## src/rtl/bdm_host_cmd_parser.sv

```systemverilog
// Host command front end for the bdm core: buffers UART bytes, decodes
// opcode/operand pairs into one-cycle bdm strobes and returns result bytes.
module bdm_host_cmd_parser #(
  parameter int RX_FIFO_DEPTH = 4,
  parameter int RESP_TIMEOUT  = 65535
) (
  input  logic       clk,
  input  logic       rst_n,
  input  logic [7:0] rx_data,
  input  logic       rx_valid,
  output logic [7:0] tx_data,
  output logic       tx_valid,
  input  logic       tx_busy,
  output logic       do_read,
  output logic       do_write,
  output logic       do_start_mcu,
  output logic       do_stop_mcu,
  output logic       do_delay,
  output logic       do_echo_test,
  output logic [7:0] bdm_data_in,
  input  logic       bdm_ready,
  input  logic       bdm_valid,
  input  logic [7:0] bdm_data_out,
  output logic       rx_overflow
);

  localparam int PTR_W = (RX_FIFO_DEPTH > 1) ? $clog2(RX_FIFO_DEPTH) : 1;
  localparam int CNT_W = PTR_W + 1;
  localparam int TMR_W = $clog2(RESP_TIMEOUT + 1);

  typedef enum logic [2:0] {S_IDLE, S_ARG, S_ISSUE, S_WAIT, S_RESP} state_t;
  typedef enum logic [2:0] {CMD_START, CMD_STOP, CMD_READ, CMD_WRITE, CMD_DELAY, CMD_ECHO} cmd_t;
  typedef struct packed {
    logic known;
    logic has_arg;
    cmd_t cmd;
  } op_t;

  function automatic op_t decode_op(input logic [7:0] b);
    op_t o;
    o.known   = 1'b1;
    o.has_arg = 1'b0;
    o.cmd     = CMD_START;
    case (b)
      8'h73: o.cmd = CMD_START;
      8'h78: o.cmd = CMD_STOP;
      8'h72: o.cmd = CMD_READ;
      8'h77: begin o.cmd = CMD_WRITE; o.has_arg = 1'b1; end
      8'h64: begin o.cmd = CMD_DELAY; o.has_arg = 1'b1; end
      8'h65: begin o.cmd = CMD_ECHO;  o.has_arg = 1'b1; end
      default: o.known = 1'b0;
    endcase
    return o;
  endfunction

  state_t           state, state_nxt;
  cmd_t             cmd;
  logic [7:0]       mem [RX_FIFO_DEPTH];
  logic [PTR_W-1:0] rd_ptr, wr_ptr;
  logic [CNT_W-1:0] count;
  logic [TMR_W-1:0] timer;
  logic [7:0]       resp_byte;
  logic             fifo_empty, fifo_full, push, pop;
  logic [7:0]       head;
  op_t              head_op;
  logic             any_do, load_op, load_arg, fire, latch_resp, tx_fire;
  logic             timer_clr, timer_inc;
  logic [7:0]       resp_val;

  assign fifo_empty = (count == '0);
  assign fifo_full  = (count == CNT_W'(RX_FIFO_DEPTH));
  assign head       = mem[rd_ptr];
  assign head_op    = decode_op(head);
  // A pop in the same cycle frees the slot, so a byte arriving on a full FIFO is still kept.
  assign push       = rx_valid && (!fifo_full || pop);
  assign any_do     = do_read | do_write | do_start_mcu | do_stop_mcu | do_delay | do_echo_test;

  // Byte storage; contents need no reset since count gates every read.
  always_ff @(posedge clk) begin
    if (push) mem[wr_ptr] <= rx_data;
  end

  // FIFO pointers, occupancy and sticky overflow flag.
  always_ff @(posedge clk or negedge rst_n) begin
    if (!rst_n) begin
      rd_ptr      <= '0;
      wr_ptr      <= '0;
      count       <= '0;
      rx_overflow <= 1'b0;
    end else begin
      if (push) wr_ptr <= wr_ptr + 1'b1;
      if (pop)  rd_ptr <= rd_ptr + 1'b1;
      count <= count + CNT_W'(push) - CNT_W'(pop);
      if (rx_valid && !push) rx_overflow <= 1'b1;
    end
  end

  // State register.
  always_ff @(posedge clk or negedge rst_n) begin
    if (!rst_n) state <= S_IDLE;
    else        state <= state_nxt;
  end

  // Next-state decode and per-state control pulses.
  always_comb begin
    state_nxt  = state;
    pop        = 1'b0;
    load_op    = 1'b0;
    load_arg   = 1'b0;
    fire       = 1'b0;
    latch_resp = 1'b0;
    resp_val   = 8'h00;
    tx_fire    = 1'b0;
    timer_clr  = 1'b0;
    timer_inc  = 1'b0;
    case (state)
      S_IDLE: begin
        if (!fifo_empty) begin
          pop = 1'b1;
          if (!head_op.known) begin
            latch_resp = 1'b1;
            resp_val   = 8'h3F;
            state_nxt  = S_RESP;
          end else begin
            load_op   = 1'b1;
            state_nxt = head_op.has_arg ? S_ARG : S_ISSUE;
          end
        end
      end
      S_ARG: begin
        if (!fifo_empty) begin
          pop       = 1'b1;
          load_arg  = 1'b1;
          state_nxt = S_ISSUE;
        end
      end
      S_ISSUE: begin
        if (bdm_ready && !any_do) begin
          fire      = 1'b1;
          timer_clr = 1'b1;
          state_nxt = S_WAIT;
        end
      end
      S_WAIT: begin
        // The strobe cycle itself (any_do high) never completes the command.
        if (cmd == CMD_READ || cmd == CMD_ECHO) begin
          if (bdm_valid && !any_do) begin
            latch_resp = 1'b1;
            resp_val   = bdm_data_out;
            state_nxt  = S_RESP;
          end else if (timer == TMR_W'(RESP_TIMEOUT)) begin
            latch_resp = 1'b1;
            resp_val   = 8'hEE;
            state_nxt  = S_RESP;
          end else begin
            timer_inc = 1'b1;
          end
        end else if (bdm_ready && !any_do) begin
          state_nxt = S_IDLE;
        end
      end
      S_RESP: begin
        if (!tx_busy) begin
          tx_fire   = 1'b1;
          state_nxt = S_IDLE;
        end
      end
      default: state_nxt = S_IDLE;
    endcase
  end

  // Registered command/operand, response byte, timer and output strobes.
  always_ff @(posedge clk or negedge rst_n) begin
    if (!rst_n) begin
      cmd          <= CMD_START;
      bdm_data_in  <= 8'h00;
      resp_byte    <= 8'h00;
      timer        <= '0;
      do_read      <= 1'b0;
      do_write     <= 1'b0;
      do_start_mcu <= 1'b0;
      do_stop_mcu  <= 1'b0;
      do_delay     <= 1'b0;
      do_echo_test <= 1'b0;
      tx_valid     <= 1'b0;
      tx_data      <= 8'h00;
    end else begin
      if (load_op)    cmd         <= head_op.cmd;
      if (load_arg)   bdm_data_in <= head;
      if (latch_resp) resp_byte   <= resp_val;
      if (timer_clr)      timer <= '0;
      else if (timer_inc) timer <= timer + 1'b1;
      do_start_mcu <= fire && (cmd == CMD_START);
      do_stop_mcu  <= fire && (cmd == CMD_STOP);
      do_read      <= fire && (cmd == CMD_READ);
      do_write     <= fire && (cmd == CMD_WRITE);
      do_delay     <= fire && (cmd == CMD_DELAY);
      do_echo_test <= fire && (cmd == CMD_ECHO);
      tx_valid     <= tx_fire;
      if (tx_fire) tx_data <= resp_byte;
    end
  end

endmodule

```

## config.mk

```make
export PLATFORM = sky130hd
export DESIGN_NAME = bdm_host_cmd_parser
export DESIGN_NICKNAME = d
export VERILOG_FILES = /design/src/rtl/bdm_host_cmd_parser.sv
export SDC_FILE = /design/constraint.sdc
export NUM_CORES = 1
export LEC_CHECK = 0
export BUFFER_PORTS_ARGS = -buffer_cell sky130_fd_sc_hd__buf_2
export CORE_UTILIZATION = 38
export CTS_BUF_LIST = sky130_fd_sc_hd__clkbuf_8
export DETAILED_ROUTE_END_ITERATION = 10
export GPL_TIMING_DRIVEN = 0
export PLACE_DENSITY = 0.54
export SKIP_LAST_GASP = 1
export SYNTH_ARGS = -nofsm -noshare
export SYNTH_HDL_FRONTEND = slang
export SYNTH_SLANG_ARGS = --single-unit
export TNS_END_PERCENT = 20
```

## constraint.sdc

```tcl
create_clock -name clk -period 5.37 [get_ports clk]
set_input_delay 0.2685 -clock clk [delete_from_list [all_inputs] [get_ports clk]]
set_output_delay 0.2685 -clock clk [all_outputs]
set_load 0.005 [all_outputs]
```

; Yosys cells after proc, flatten, opt, wreduce, memory -nomap -nowiden
; Memory sizes are Yosys's and may differ from the RTL's.
; Cells that the tools add are included.
[word_totals]
reg_bits = 61
ram_bits = 32
in_bits = 22
output_inout_bits = 24
elab_cells = 118
memories = 1
[memory_table]
columns = name, words, word_bits, read_ports, rd_clocked_by_memory_dff, write_ports, line_no
row1 = mem, 4, 8, 1, 0, 1, 58  ; logic [7:0] mem [RX_FIFO_DEPTH];
[classes]
addsub = 5
eq_ne = 23
mux = 44
n_bitwise = 5
reduce_logical = 23
[ops]
columns = operator, count
row1 = $eq A8 B7 Y1 const B, 6
row2 = $mux W16, 2
row3 = $pmux W3 S5, 2
row4 = $mux W3, 9
row5 = $mux W8, 3
row6 = $mux W1, 23
row7 = $add A16 B1 Y16 const B, 1
row8 = $eq A16 B16 Y1 const B, 1
row9 = $pmux W8 S2, 1
row10 = $eq A3 B2 Y1 const B, 4
row11 = $eq A3 B3 Y1 const B, 4
row12 = $mux W6, 2
row13 = $logic_and A1 B1 Y1, 10
row14 = $logic_not A3 Y1, 3
row15 = $ne A2 B2 Y1 const B, 4
row16 = $eq A3 B1 Y1 const B, 2
row17 = $reduce_and A6 Y1, 1
row18 = $reduce_or A6 Y1, 1
row19 = $or A1 B1 Y1, 5
row20 = $add A2 B1 Y2 const B, 2
row21 = $ne A4 B4 Y1 const B, 1
row22 = $add A3 B1 Y3, 1
row23 = $logic_not A1 Y1, 3
row24 = $ne A3 B3 Y1 const B, 1
row25 = 7 further kinds, 8

; Depth between registers and ports, before layout
[logic_depth]
depth_word = 12
depth_mapped = 10

; Worst setup path before layout
; Ideal clock, no wire load.
[synth_path]
path_type = register -> register
from = reg rd_ptr[0]
to = reg resp_byte[6]
setup_time_ps = 120
arrival_time_ps = 2026
required_ps = 5250
setup_slack_ps = 3224
stages_incl_launch_ff = 8
n_path_buf = 1
synth_period_minus_slack_ps = 2146
cell_sequence = dfrtp_1 -> buf_6 -> mux4_2 -> nor4bb_1 -> o21bai_2 -> o21ai_2 -> a211o_4 -> a31o_1
[synth_via]
elab_chain_len = 7
[synth_rtl]
columns = element, line_no
row1 = "start, declared", 59  ; logic [PTR_W-1:0] rd_ptr, wr_ptr;
row2 = "start signal, assigned", 92  ; if (pop) rd_ptr <= rd_ptr + 1'b1;
row3 = $mem_v2 Z4 W8 (*), --
row4 = $eq A8 B7 Y1, 44  ; case (b)
row5 = $reduce_or A6 Y1 (no source line) (*), --
row6 = $mux W1 (*), 44
row7 = $mux W1 (*), 120  ; if (!head_op.known) begin
row8 = $mux W1 (*), 118  ; if (!fifo_empty) begin
row9 = $pmux W1 S2 (*), 116  ; case (state)
row10 = "end signal, assigned", 190  ; if (latch_resp) resp_byte <= resp_val;
row11 = "end, declared", 62  ; logic [7:0] resp_byte;
; Mark *: on every way between the ends. The rest lies on a longest branch, timed or not.
; A chain may end at the register's enable or synchronous reset.

; Worst setup path in the final report
[layout_path]
from = reg cmd[2]
to = reg timer[7]
[layout_via]
elab_chain_len = 5
[layout_rtl]
columns = element, line_no
row1 = "start, declared", 57  ; cmd_t cmd;
row2 = "start signal, assigned", 188  ; if (load_op) cmd <= head_op.cmd;
row3 = $eq A3 B2 Y1 / $eq A3 B3 Y1 (equally long branches), 146  ; if (cmd == CMD_READ || cmd == CMD_ECHO) begin
row4 = $logic_or A1 B1 Y1 (*), 146
row5 = $mux W1 (*), 146
row6 = $mux W1 (*), 116
row7 = $reduce_bool A2 Y1 (no source line) (*), --
row8 = "end signal, assigned", 192  ; else if (timer_inc) timer <= timer + 1'b1;
row9 = "end, declared", 61  ; logic [TMR_W-1:0] timer;
; Marked as above.

==> flow_results.xml <==
<?xml version="1.0" encoding="UTF-8"?>
<metrics>
  <group name="final_layout">
    <metric name="nFillCells" unit="">983</metric>
    <metric name="mostFrequentLayoutCells" unit="">sky130_fd_sc_hd__dfrtp_1, sky130_fd_sc_hd__buf_2, sky130_fd_sc_hd__nor2_1, sky130_fd_sc_hd__edfxtp_1, sky130_fd_sc_hd__nand2_1</metric>
    <metric name="area_growth_syn_to_layout" unit="%">15.1</metric>
    <metric name="fin_nets" unit="">402</metric>
    <metric name="antenna-diode-count" unit="">0</metric>
    <metric name="fin_util" unit="%">45.5</metric>
    <metric name="drive_above_1_share" unit="%">25.4</metric>
    <metric name="mostFrequentLayoutCell" unit="">sky130_fd_sc_hd__dfrtp_1</metric>
  </group>
  <group name="power_and_ir_drop">
    <metric name="total_leakage_power" unit="nW">2.00</metric>
    <metric name="finalPower" unit="mW">1.98</metric>
    <metric name="power_per_cell_area" unit="mW/mm²">417</metric>
    <metric name="vdd.ir_drop.worst" unit="mV">0.231</metric>
  </group>
  <group name="min_path">
    <metric name="holdPathEnd" unit="">mem[1][4]$_DFFE_PP_</metric>
    <metric name="timing.hold.worst.class" unit="">in -&gt; reg</metric>
    <metric name="hold_path_depth" unit="">1</metric>
    <metric name="timing.hold.worst.start" unit="">rx_data[4]</metric>
  </group>
  <group name="worst_setup_path">
    <metric name="timing.rr.end" unit="">timer[7]$_DFFE_PN0P_</metric>
    <metric name="timing.rr.start" unit="">cmd[2]$_DFFE_PN0P_</metric>
    <metric name="worstPathRequired" unit="ns">5.61</metric>
    <metric name="timing.critical_path.from_type" unit="">flip-flop</metric>
    <metric name="rr_worst_depth" unit="">7</metric>
    <metric name="crit_arrival" unit="ns">2.73</metric>
    <metric name="reg2reg_setup_slack" unit="ns">2.87</metric>
    <metric name="critPathKind" unit="">reg -&gt; reg</metric>
    <metric name="timing.critical_path.fanout_max" unit="">8</metric>
    <metric name="timing.critical_path.to_type" unit="">flip-flop</metric>
  </group>
  <group name="timing">
    <metric name="skew" unit="ns">0.0174</metric>
    <metric name="setup_tns" unit="ns">0</metric>
    <metric name="headroom_to_the_max_slew_limit" unit="%">27.9</metric>
    <metric name="final_number_of_hold_violating_endpoints" unit="">0</metric>
    <metric name="setup_repair_after_global_routing_missed_its_margin" unit="">no</metric>
    <metric name="timing_worst_slew_pin_value" unit="ns">1.07</metric>
    <metric name="min_period" unit="ns">2.50</metric>
    <metric name="number_of_pins_exceeding_their_max_slew_limit_in_the_final_report" unit="">0</metric>
    <metric name="layout_worst_path_cycle_share" unit="%">46.5</metric>
    <metric name="setup_viol" unit="">0</metric>
    <metric name="achievable-frequency" unit="MHz">400</metric>
  </group>
  <group name="clocking">
    <metric name="worst_setup_hold_path_clk_slew" unit="ns">0.11</metric>
    <metric name="htree_levels" unit="">3</metric>
    <metric name="cts_root_buffer" unit="">sky130_fd_sc_hd__clkbuf_8</metric>
    <metric name="clock_latency" unit="ns">0.37</metric>
    <metric name="clock_path_buffers" unit="">2</metric>
    <metric name="number_of_buffers_inserted_to_repair_setup_after_cts" unit="">0</metric>
    <metric name="tritoncts_clock_tree" unit="">done</metric>
    <metric name="post_cts.resized_instances" unit="">0</metric>
    <metric name="clkSinkCount" unit="">93</metric>
    <metric name="clock_buffers_created_by_tritoncts" unit="">9</metric>
  </group>
  <group name="routing">
    <metric name="drt_iter0_markers" unit="">77</metric>
    <metric name="drc" unit="">0</metric>
    <metric name="vias_per_cell" unit="">5.12</metric>
    <metric name="top_layer" unit="">met4</metric>
    <metric name="wire_per_inst" unit="µm">15.0</metric>
    <metric name="drt_wl_total" unit="µm">7690</metric>
    <metric name="route.met3.wl" unit="µm">199</metric>
    <metric name="met1_length" unit="µm">3610</metric>
    <metric name="num_vias" unit="">2632</metric>
    <metric name="dr.pass1.iters" unit="">6</metric>
    <metric name="routed-wl-met2" unit="µm">3820</metric>
    <metric name="final_antenna_net_count" unit="">0</metric>
  </group>
  <group name="logic_synthesis">
    <metric name="yosys.cell_types.count" unit="">56</metric>
    <metric name="mappedNetlistArea" unit="mm²">0.00411</metric>
    <metric name="synth_flop_cell" unit="">sky130_fd_sc_hd__dfrtp_1</metric>
    <metric name="number_of_enable_flip_flop_cells_after_synthesis" unit="">32</metric>
    <metric name="yosys_warnings" unit="">0</metric>
    <metric name="syn-num-nets" unit="">345</metric>
    <metric name="share_of_the_yosys_chip_area_belonging_to_registers" unit="%">60.5</metric>
    <metric name="synthesis.area_per_instance" unit="µm²">13.0</metric>
    <metric name="synth-async-reset-ratio" unit="%">65.6</metric>
    <metric name="number_of_synthesized_register_bits" unit="">93</metric>
    <metric name="syn-instance-count" unit="">316</metric>
  </group>
  <group name="floorplanning">
    <metric name="io_pins" unit="">46</metric>
    <metric name="floorplan.die.width" unit="µm">106</metric>
    <metric name="floorplan.die_area" unit="mm²">0.0112</metric>
    <metric name="core_area" unit="mm²">0.0104</metric>
    <metric name="fp-row-count" unit="">37</metric>
    <metric name="vertical_extent_of_the_die" unit="µm">106</metric>
    <metric name="initial_utilization" unit="%">39.5</metric>
  </group>
  <group name="global_routing">
    <metric name="first_pass_grt_wire_length" unit="µm">12800</metric>
    <metric name="grt_max_degree" unit="">62</metric>
    <metric name="antenna_violations_before_repair" unit="">0</metric>
    <metric name="grt_usage" unit="%">14.7</metric>
    <metric name="grt_pass1_vias" unit="">2564</metric>
    <metric name="gr-total-overflow" unit="">0</metric>
  </group>
  <group name="placed_design">
    <metric name="dpl.hpwl" unit="µm">5360</metric>
    <metric name="finalWeightedCongestion" unit="">0.728</metric>
    <metric name="portBuffers" unit="">45</metric>
  </group>
  <group name="run">
    <metric name="max-cap-violations" unit="">0</metric>
  </group>
  <group name="outcome">
    <metric name="status" unit="">finished clean</metric>
  </group>
</metrics>
## through the flow
step | setup slack (ns) | hold WS [ns] | area (µm²) | cells
finish | 2.87 | 0.111 | 4730 | 514
global route | 2.50 | 0.0871 | 4730 | 514
CTS | 2.86 | 0.0976 | 4730 | 514
detailed placement | 2.89 | 0.412 | 4510 | 497
global placement | 2.81 | 0.454 | 4510 | 497
floorplan | 3.22 | -0.0271 | 4110 | 316
## synth_stat cells, drive strengths merged, types with 2 or more instances
| master | n | share of area [%] |
|---|---|---|
| dfrtp | 61 | 37 |
| edfxtp | 32 | 23 |
| nor2 | 32 | 2.9 |
| nand2 | 19 | 1.7 |
| mux2 | 16 | 4.4 |
| xor2 | 14 | 3.0 |
| nand3 | 12 | 1.5 |
| nand4 | 10 | 1.5 |
| nor3 | 10 | 1.2 |
| o21ai | 10 | 1.3 |
| inv | 8 | 0.73 |
| mux4 | 8 | 4.7 |
| and3 | 7 | 1.1 |
| nor4 | 7 | 1.2 |
| xnor2 | 7 | 1.5 |
| a21oi | 6 | 0.73 |
| ha | 6 | 1.8 |
| buf | 4 | 0.76 |
| clkbuf | 4 | 0.40 |
| and2 | 3 | 0.46 |
| and4 | 3 | 0.64 |
| a31o | 2 | 0.43 |
| a31oi | 2 | 0.30 |
| and2b | 2 | 0.43 |
| and4b | 2 | 0.52 |
| mux2i | 2 | 0.49 |
| nand2b | 2 | 0.30 |
| nor3b | 2 | 0.36 |
| nor4b | 2 | 0.43 |
| o21bai | 2 | 0.46 |
| or2 | 2 | 0.30 |
| or3 | 2 | 0.33 |
## sequential cells by signal (all words and copies together) (netlist names)
signal and count:
wr_ptr 2, do_echo_test 1, timer 16, rd_ptr 2, bdm_data_in 8, rx_overflow 1
do_write 1, resp_byte 8, do_read 1, do_stop_mcu 1, cmd 3, tx_data 8
state 3, count 3, tx_valid 1, do_start_mcu 1, mem 32, do_delay 1
## cell type report
class | count | area (µm²) | area share [%]
sequential | 93 | 2490 | 52.5
clock inverter | 7 | 88.8 | 1.88
clock buffer | 9 | 124 | 2.62
inverter | 8 | 30.0 | 0.634
tap | 136 | 170 | 3.59
timing repair buffer | 46 | 238 | 5.02
multi-input combinational | 206 | 1540 | 32.5
buffer | 9 | 56.3 | 1.19
## critical path: stages (launching register included)
cell	delay, ns
sky130_fd_sc_hd__dfrtp_1	0.38
sky130_fd_sc_hd__clkbuf_2	0.16
sky130_fd_sc_hd__nor3b_1	0.27
sky130_fd_sc_hd__o2111a_1	0.26
sky130_fd_sc_hd__nor4b_1	0.87
sky130_fd_sc_hd__nand4_1	0.21
sky130_fd_sc_hd__xor2_1	0.17
sky130_fd_sc_hd__nor2_1	0.06
## timing repair
item | 4_1_cts | 5_1_grt
endpoints found under the setup margin | 0 | 0
hold buffers | 1 | 0
hold endpoints to repair | 1 | 0
## where the power goes
part           internal, mW  switching (mW)
clock                 0.189           0.293
combinational         0.263           0.333
sequential            0.845          0.0524
## kinds of logic after synthesis
group | Yosys count | share of synthesized area [%]
multiplexers | 26 | 9.61
AO/OA/AOI/OAI | 31 | 5.32
XOR/XNOR | 21 | 4.47
adder cells (fa/ha/maj) | 7 | 2.31
AND/OR/NAND/NOR | 121 | 15.7
buffers and inverters | 17 | 2.10
flip-flops | 93 | 60.5
## routing by layer
| metal | GRT usage [%] | up-vias |
|---|---|---|
| li1 | - | 1274 |
| met4 | 5.06 | 0 |
| met2 | 24.0 | 40 |
| met1 | 19.5 | 1313 |
| met3 | 2.94 | 5 |
| met5 | 0 | - |
## worst max-delay path by stage
stage                                startpoint                  endpoint  slack, ns  cells past startpoint
after floorplan           rd_ptr[0]$_DFFE_PN0P_  resp_byte[6]$_DFFE_PN0P_       3.22                      7
after global placement       cmd[2]$_DFFE_PN0P_      timer[7]$_DFFE_PN0P_       2.81                      7
after detailed placement     cmd[2]$_DFFE_PN0P_      timer[7]$_DFFE_PN0P_       2.89                      7
after CTS                    cmd[2]$_DFFE_PN0P_      timer[7]$_DFFE_PN0P_       2.86                      7
after global routing         cmd[2]$_DFFE_PN0P_     timer[15]$_DFFE_PN0P_       2.50                      7
final                        cmd[2]$_DFFE_PN0P_      timer[7]$_DFFE_PN0P_       2.87                      7
Power figures use the tool's default switching activity.
